===== src/rtl/usb_rx_pkt_parser.sv =====
// USB receive packet parser: classifies packets from the byte-level receiver,
// decodes token/SOF fields, validates handshakes and streams data payload with
// the trailing CRC16 bytes stripped by a 2-deep holding pipeline.
module usb_rx_pkt_parser #(
  parameter int MAX_LEN = 64,
  parameter int CNT_W   = 11
) (
  input  logic        clk_48,
  input  logic        rst,
  input  logic [6:0]  dev_addr,
  input  logic [3:0]  xpid,
  input  logic [7:0]  xdata,
  input  logic        xpacket,
  input  logic        xdatastrobe,
  input  logic        xcrc5_ok,
  input  logic        xcrc16_ok,
  output logic        tok_valid,
  output logic [3:0]  tok_pid,
  output logic [3:0]  tok_endp,
  output logic        sof_valid,
  output logic [10:0] sof_frame,
  output logic        hs_valid,
  output logic [3:0]  hs_pid,
  output logic        rx_start,
  output logic [3:0]  rx_pid,
  output logic [7:0]  rx_data,
  output logic        rx_valid,
  output logic        rx_end,
  output logic        rx_ok
);

  typedef enum logic [2:0] {
    S_IDLE, S_TOKEN, S_DATA, S_DEND, S_HSHAKE, S_DISCARD
  } state_t;

  state_t           state;
  logic             xpacket_d;
  logic [CNT_W-1:0] cnt;
  logic [CNT_W-1:0] emitted;
  logic [3:0]       pid;
  logic             is_sof;
  logic [7:0]       b0;
  logic [2:0]       b1;
  logic             crc5;
  logic             crc16;
  logic [7:0]       h0, h1;
  logic             ovf;
  logic             pend_ok;

  logic             sop;
  logic [CNT_W-1:0] cnt_nx;
  logic [7:0]       b0_nx;
  logic [2:0]       b1_nx;
  logic             crc5_nx, crc16_nx;
  logic             tok_good;
  logic             emit, at_max, ovf_nx, data_ok;

  assign sop = xpacket & ~xpacket_d;

  // Byte-first view of the packet state: lets end-of-packet evaluation see a
  // byte that arrives in the same cycle xpacket falls.
  always_comb begin
    cnt_nx   = cnt;
    b0_nx    = b0;
    b1_nx    = b1;
    crc5_nx  = crc5;
    crc16_nx = crc16;
    if (xdatastrobe) begin
      if (cnt != {CNT_W{1'b1}}) cnt_nx = cnt + CNT_W'(1);
      if (cnt == CNT_W'(0)) b0_nx = xdata;
      if (cnt == CNT_W'(1)) begin
        b1_nx   = xdata[2:0];
        crc5_nx = xcrc5_ok;
      end
      crc16_nx = xcrc16_ok;
    end
    tok_good = (cnt_nx == CNT_W'(2)) && crc5_nx && (is_sof || (b0_nx[6:0] == dev_addr));
    // Once two bytes are held, each new byte pushes the oldest one out as payload.
    emit     = xdatastrobe && (cnt >= CNT_W'(2));
    at_max   = (emitted == CNT_W'(MAX_LEN));
    ovf_nx   = ovf | (emit & at_max);
    data_ok  = crc16_nx & (cnt_nx >= CNT_W'(2)) & ~ovf_nx;
  end

  // Packet FSM with registered outputs; pulses default low every cycle.
  always_ff @(posedge clk_48) begin
    if (rst) begin
      state     <= S_IDLE;
      xpacket_d <= 1'b1;
      cnt       <= '0;
      emitted   <= '0;
      pid       <= '0;
      is_sof    <= 1'b0;
      b0        <= '0;
      b1        <= '0;
      crc5      <= 1'b0;
      crc16     <= 1'b0;
      h0        <= '0;
      h1        <= '0;
      ovf       <= 1'b0;
      pend_ok   <= 1'b0;
      tok_valid <= 1'b0;
      tok_pid   <= '0;
      tok_endp  <= '0;
      sof_valid <= 1'b0;
      sof_frame <= '0;
      hs_valid  <= 1'b0;
      hs_pid    <= '0;
      rx_start  <= 1'b0;
      rx_pid    <= '0;
      rx_data   <= '0;
      rx_valid  <= 1'b0;
      rx_end    <= 1'b0;
      rx_ok     <= 1'b0;
    end else begin
      xpacket_d <= xpacket;
      tok_valid <= 1'b0;
      sof_valid <= 1'b0;
      hs_valid  <= 1'b0;
      rx_start  <= 1'b0;
      rx_valid  <= 1'b0;
      rx_end    <= 1'b0;
      rx_ok     <= 1'b0;
      case (state)
        S_IDLE: if (sop) begin
          cnt     <= '0;
          emitted <= '0;
          pid     <= xpid;
          is_sof  <= 1'b0;
          crc5    <= 1'b0;
          crc16   <= 1'b0;
          ovf     <= 1'b0;
          if (xpid[1:0] == 2'b11) begin
            state    <= S_DATA;
            rx_start <= 1'b1;
            rx_pid   <= xpid;
          end else if (xpid == 4'b0001 || xpid == 4'b1001 || xpid == 4'b1101) begin
            state <= S_TOKEN;
          end else if (xpid == 4'b0101) begin
            state  <= S_TOKEN;
            is_sof <= 1'b1;
          end else if (xpid == 4'b0010 || xpid == 4'b1010 ||
                       xpid == 4'b1110 || xpid == 4'b0110) begin
            state <= S_HSHAKE;
          end else begin
            state <= S_DISCARD;
          end
        end
        S_TOKEN: begin
          cnt  <= cnt_nx;
          b0   <= b0_nx;
          b1   <= b1_nx;
          crc5 <= crc5_nx;
          if (!xpacket) begin
            state <= S_IDLE;
            if (tok_good) begin
              if (is_sof) begin
                sof_valid <= 1'b1;
                sof_frame <= {b1_nx, b0_nx};
              end else begin
                tok_valid <= 1'b1;
                tok_pid   <= pid;
                tok_endp  <= {b1_nx, b0_nx[7]};
              end
            end
          end
        end
        S_DATA: begin
          cnt <= cnt_nx;
          if (xdatastrobe) begin
            h0    <= h1;
            h1    <= xdata;
            crc16 <= xcrc16_ok;
          end
          if (emit) begin
            if (at_max) ovf <= 1'b1;
            else begin
              rx_valid <= 1'b1;
              rx_data  <= h0;
              emitted  <= emitted + CNT_W'(1);
            end
          end
          if (!xpacket) begin
            // A payload byte leaving on the final cycle defers rx_end by one
            // so rx_valid and rx_end never overlap.
            if (emit && !at_max) begin
              state   <= S_DEND;
              pend_ok <= data_ok;
            end else begin
              state  <= S_IDLE;
              rx_end <= 1'b1;
              rx_ok  <= data_ok;
            end
          end
        end
        S_DEND: begin
          state  <= S_IDLE;
          rx_end <= 1'b1;
          rx_ok  <= pend_ok;
        end
        S_HSHAKE: begin
          cnt <= cnt_nx;
          if (!xpacket) begin
            state <= S_IDLE;
            if (cnt_nx == CNT_W'(0)) begin
              hs_valid <= 1'b1;
              hs_pid   <= pid;
            end
          end
        end
        S_DISCARD: if (!xpacket) state <= S_IDLE;
        default: state <= S_IDLE;
      endcase
    end
  end

endmodule

===== config.mk =====
export PLATFORM = sky130hd
export DESIGN_NAME = usb_rx_pkt_parser
export DESIGN_NICKNAME = d
export VERILOG_FILES = /design/src/rtl/usb_rx_pkt_parser.sv
export SDC_FILE = /design/constraint.sdc
export NUM_CORES = 1
export LEC_CHECK = 0
export ABC_AREA = 1
export BUFFER_PORTS_ARGS = -buffer_cell sky130_fd_sc_hd__clkbuf_2
export CAP_MARGIN = 20
export CORE_MARGIN = 4
export CORE_UTILIZATION = 50
export DETAILED_ROUTE_END_ITERATION = 12
export PLACE_DENSITY = 0.7
export RECOVER_POWER = 25
export SYNTH_ARGS = -nofsm -noshare
export SYNTH_HDL_FRONTEND = slang
export SYNTH_SLANG_ARGS = --single-unit

===== constraint.sdc =====
create_clock -name clk_48 -period 4.17 [get_ports clk_48]
set_clock_uncertainty 0.05 [all_clocks]
set_input_delay 0.2085 -clock clk_48 [delete_from_list [all_inputs] [get_ports clk_48]]
set_output_delay 0.2085 -clock clk_48 [all_outputs]
set_load 0.05 [all_outputs]

==> Word-level counts from Yosys, hierarchy flattened <==
Cells that the tools add are included.
{ "classes": {"addsub": 2, "n_reduce_logical": 37, "mux": 43, "order_cmp": 2, "bitwise_logic": 17, "n_eq_ne": 25} }
{ "ops": {"columns": ["operator", "count"], "rows": [
  ["$mux 11", 5],
  ["$pmux 11 s2", 2],
  ["$mux 3", 8],
  ["$add 11x1->11 const B", 2],
  ["$ge 11x2->1 const B", 2],
  ["$logic_not 11->1", 2],
  ["$mux 1", 19],
  ["$eq 4x4->1 const B", 4],
  ["$mux 8", 2],
  ["$reduce_and 4->1", 4],
  ["$reduce_and 3->1", 5],
  ["$reduce_or 3->1", 5],
  ["$ne 2x2->1 const B", 6],
  ["$not 1->1", 12],
  ["$eq 11x1->1 const B", 1],
  ["$eq 11x2->1 const B", 1],
  ["$eq 11x7->1 const B", 1],
  ["$ne 11x11->1 const B", 1],
  ["$pmux 1 s2", 5],
  ["$reduce_and 2->1", 5],
  ["$pmux 3 s3", 1],
  ["$eq 4x3->1 const B", 2],
  ["$eq 7x7->1", 1],
  ["$eq 3x2->1 const B", 2],
  ["other kinds (14)", 28]
]} }
{ "totals": {"reg_bits": 104, "in_bits": 25, "output_inout_bits": 42, "word_cells": 153} }

==> Depth between registers and ports, before layout <==
{ "depth": {"word_depth": 10, "mapped_depth": 16, "depth_no_buf": 16} }

==> Worst setup path before layout <==
OpenSTA, ideal clock, no wires.
{ "synth_path": {"kind": "register -> register", "start": "reg cnt[0]", "end": "reg tok_pid[0]", "setup_slack_ps": 2211, "path_stages_with_launch": 15, "t_arrival_ps": 1796, "synth_period_minus_slack_ps": 1959, "setup_ps": 113, "path_cell_list": "dfxtp_1 -> inv_1 -> ha_1 -> nand2_1 -> nor3_4 -> buf_4 -> nand3_1 -> nand3_1 -> nand2_1 -> nor2_1 -> nand2_2 -> nor2_8 -> nand2_4 -> nor2_1 -> nor2_1"} }
{ "synth_between": {"elab_chain_len": 7, "elab_cells_between_ends": 16} }
{ "synth_lines": {"columns": ["element", "line", "text"], "rows": [
  ["from (decl)", "38", "logic [CNT_W-1:0] cnt;"],
  ["from (signal assigned)", "150", "cnt <= cnt_nx;"],
  ["from (signal assigned)", "169", "cnt <= cnt_nx;"],
  ["from (signal assigned)", "202", "cnt <= cnt_nx;"],
  ["$add 11x1->11, or another cell as far along", "69", "if (cnt != {CNT_W{1'b1}}) cnt_nx = cnt + CNT_W'(1);"],
  ["$mux 11 or $mux 8 (tied branches)", "69, 70", null],
  ["$mux 11 or $mux 8 (tied branches)", "68", "if (xdatastrobe) begin"],
  ["$eq 11x2->1 or $eq 7x7->1 (tied branches)", "77", "tok_good = (cnt_nx == CNT_W'(2)) && crc5_nx && (is_sof || (b0_nx[6:0] == dev_addr));"],
  ["$logic_and 1x1->1 or $logic_or 1x1->1 (tied branches)", "77", null],
  ["$logic_and 1x1->1 (*)", "77", null],
  ["$reduce_and 4->1 (no line) (*)", null, null],
  ["to (signal assigned)", "162", "tok_pid <= pid;"],
  ["to (decl)", "18", "output logic [3:0] tok_pid,"]
]} }
Mark *: on every way between the ends. The rest lies on a longest branch, timed or not.
A chain may end at the register's enable or synchronous reset.

==> impl_metrics.yaml <==
synthesis:
  synthSimpleGateAreaFrac: 0.370
  synth_edf_count: 0
  syn_nets: 813
  synthArstFlopShare: 0
  synth.avg_cell_area_sq_um: 6.74
  synth_compound_area_frac: 0.104
  yosys_warnings: 0
  synth.cell_area_sq_mm: 0.00527
  synthXorXnorAreaFrac: 0.00997
  ys.flop_type: "dfxtp_1"
  synth_area_leaders: "dfxtp_1 (39%), nand2_1 (12%), nor2_1 (10%)"
  synth_largest_area_cell: "dfxtp_1"
  muxShareOfSynthArea: 0.00190
  synth_top_family_by_area: "simple AND/OR/NAND/NOR gates"
  yosys.area.top_type_share: 0.395
  synthCells: 782
  synth-seq-cells: 104
  synth.most_common_cell: "nand2_1"
  synthDistinctLibCells: 38
  yosys.area_share.adder: 0.0142
  synth-seq-area-share: 0.395
  synth_common_cells: "nand2_1 (163), nor2_1 (143), dfxtp_1 (104)"
clocking:
  cts_buffers: 9
  cts_resized: 0
  clk_pin_slew_ps: 110
  tritoncts: "built"
  htree_levels: 3
  cts_buffer_depth: 2
  cts_root_buf: "clkbuf_8"
  clock_latency_ps: 390
  clock-sinks: 104
finish:
  nNetsFinal: 862
  fill_cells: 1035
  drive_gt1_frac: 0.0993
  final_cells: 972
  n_antenna_cell: 0
  design_area_sq_mm: 0.00577
  synthToLayoutAreaGrowth_pct: 9.40
timing:
  relSlewSlack: -0.862
  min_period_ps: 3190
  hold-worst-slack_ps: 27.4
  hold_violations: 0
  fin_crit_sh: 0.764
  fmax_mhz: 314
  fin_ws_ps: 982
  worst_pin_slew_ps: 2790
  slew_viol_final: 73
  tns_ps: 0
  setup_viol: 0
  rsz0062_at_grt: "false"
worst_setup_path:
  worstPathCellList: "clkbuf_2, inv_2, clkbuf_1, nand2_1, o22ai_1"
  required_ps: 4430
  worstPathArrival_ps: 3450
  cp_max_fo: 72
  r2r_slack_ps: 1310
  slowest_delay_ps: 2000
  critPathSlowestCell: "clkbuf_1"
  path_delay_family: "buffers and inverters"
  start_kind: "input port"
  endpoint: "rx_pid[2]"
  rr_endpoint: "tok_pid[1]"
  critical_path_class: "in -> reg"
  endpoint_kind: "flop"
  reg2reg_depth: 12
  critPathBufInv: 3
  setup.worst_path.start: "rst"
  rr_startpoint: "cnt[0]"
  path_depth: 5
placed_design:
  dpl-instance-area_sq_mm: 0.00561
  dp_hpwl_mm: 9.46
  place_ws_ps: 1370
  port_buffers: 66
  dp_cells: 955
  gp_congestion: 0.983
routing:
  drc_errors: 0
  drtIter0Drc: 387
  drt-vias-per-instance: 5.15
  routed_wl_mm: 13.0
  drt-wirelength-per-cell_microns: 13.4
  final_antenna_net_count: 0
  dr_total_vias: 5008
  first_pass_iters: 5
floorplan:
  core_sq_mm: 0.0103
  start_util: 0.513
  dieArea_sq_mm: 0.0122
  dieHeight_microns: 111
  row_count: 37
  die_w_microns: 111
  io_pins: 67
run_status:
  status: "complete, but fails checks"
  violations: "capacitance limit, slew limit"
job:
  cap_violations: 1
global_route:
  overflow: 0
  use_met3: 0.0513
  grt_pass1_vias: 4680
  grt_pass1_wl_mm: 22.0
  grt_start_max_net_pins: 73
  met2_usage: 0.353
  antenna_found_initial: 0
  grt_util_all_layers: 0.215
  met1_usage: 0.285
  grt.busiest_layer: "met2"
worst_hold_path:
  hold_depth: 3
  hp-class: "in -> reg"
pwr:
  total_leakage_power_uw: 0.00270
  power_density_mw_per_mm2: 452
  irDropWorstVdd_mv: 0.277
what timing repair did:
action | 4_1_cts | 5_1_grt
setup buffers | 0 | 0
hold buffers | 1 | 0
hold endpoints to repair | 1 | 0
per-layer routing:
metal,vias up,wire length [microns]
met1,2262,6110
met5,-,0
met3,20,693
met2,138,6020
li1,2588,-
met4,0,182
layout make-up:
type	instances	area [sq um]	share of cell area
Clock buffer	10	138	0.0239
Tap cell	136	170	0.0295
Sequential cell	104	2080	0.361
Timing Repair Buffer	71	323	0.0560
Clock inverter	6	55.1	0.00955
Inverter	96	360	0.0625
Multi-Input combinational cell	549	2640	0.458
report_power, final:
part           switching, uW  total (uW)  internal [uW]
sequential              93.0        1200           1110
clock                    383         631            248
combinational            540         770            230
total                   1020        2600           1590
kinds of logic (layout without fill, tap and decap cells):
family	count (synthesis)	after routing
compound gates	101	101
xor+xnor	6	6
fa+ha+maj	6	6
buf+inv	129	183
flops	104	104
mux	1	1
simple gates	435	435
worst reg2reg max path, delay by kind of cell (launching register included):
kind / cells / cell delay (ps)
adder cells (fa/ha/maj): 1 / 250
AO/OA/AOI/OAI: 1 / 320
AND/OR/NAND/NOR: 10 / 1820
flip-flops: 1 / 380
worst min path at each step:
| stage | slack, ps | from | to |
|---|---|---|---|
| after floorplan | 290 | xdata[7] | h1[7] |
| after global placement | 390 | rx_pid[0] | rx_pid[0] |
| after detailed placement | 400 | rx_pid[1] | rx_pid[1] |
| after CTS | 10 | xpid[3] | pid[3] |
| after global routing | 30 | xpid[3] | rx_pid[3] |
| final | 30 | xpid[3] | pid[3] |
cell usage in the layout (no fill, tap or decap), types with 3 or more instances in the layout:
cell	count
nand2_1	163
nor2_1	143
dfxtp_1	104
inv_1	90
nand3_1	70
a21oi_1	44
o21ai_0	38
clkbuf_1	36
clkbuf_2	31
nand4_1	12
o211ai_1	11
clkbuf_8	10
nand3_2	8
nor3_1	7
xor2_1	6
nor2_2	6
nand2_2	6
ha_1	6
nand3b_1	5
inv_6	4
nor4_1	3
inv_2	3
clkinv_1	3
buf_4	3
through the flow:
stage	utilization	power, uW
after floorplan	-	1800
after global placement	0.546	1960
after detailed placement	0.546	1990
after CTS	0.566	2620
after global routing	0.561	2790
final	0.561	2600
state kept, by name, summed over array words and instances, names as in the netlist, 3 cells and up:
name       count
cnt           11
emitted       11
sof_frame     11
b0             8
h0             8
h1             8
rx_data        8
hs_pid         4
pid            4
rx_pid         4
tok_endp       4
tok_pid        4
b1             3
state          3
Note: power is estimated with default switching activity, not from simulation.
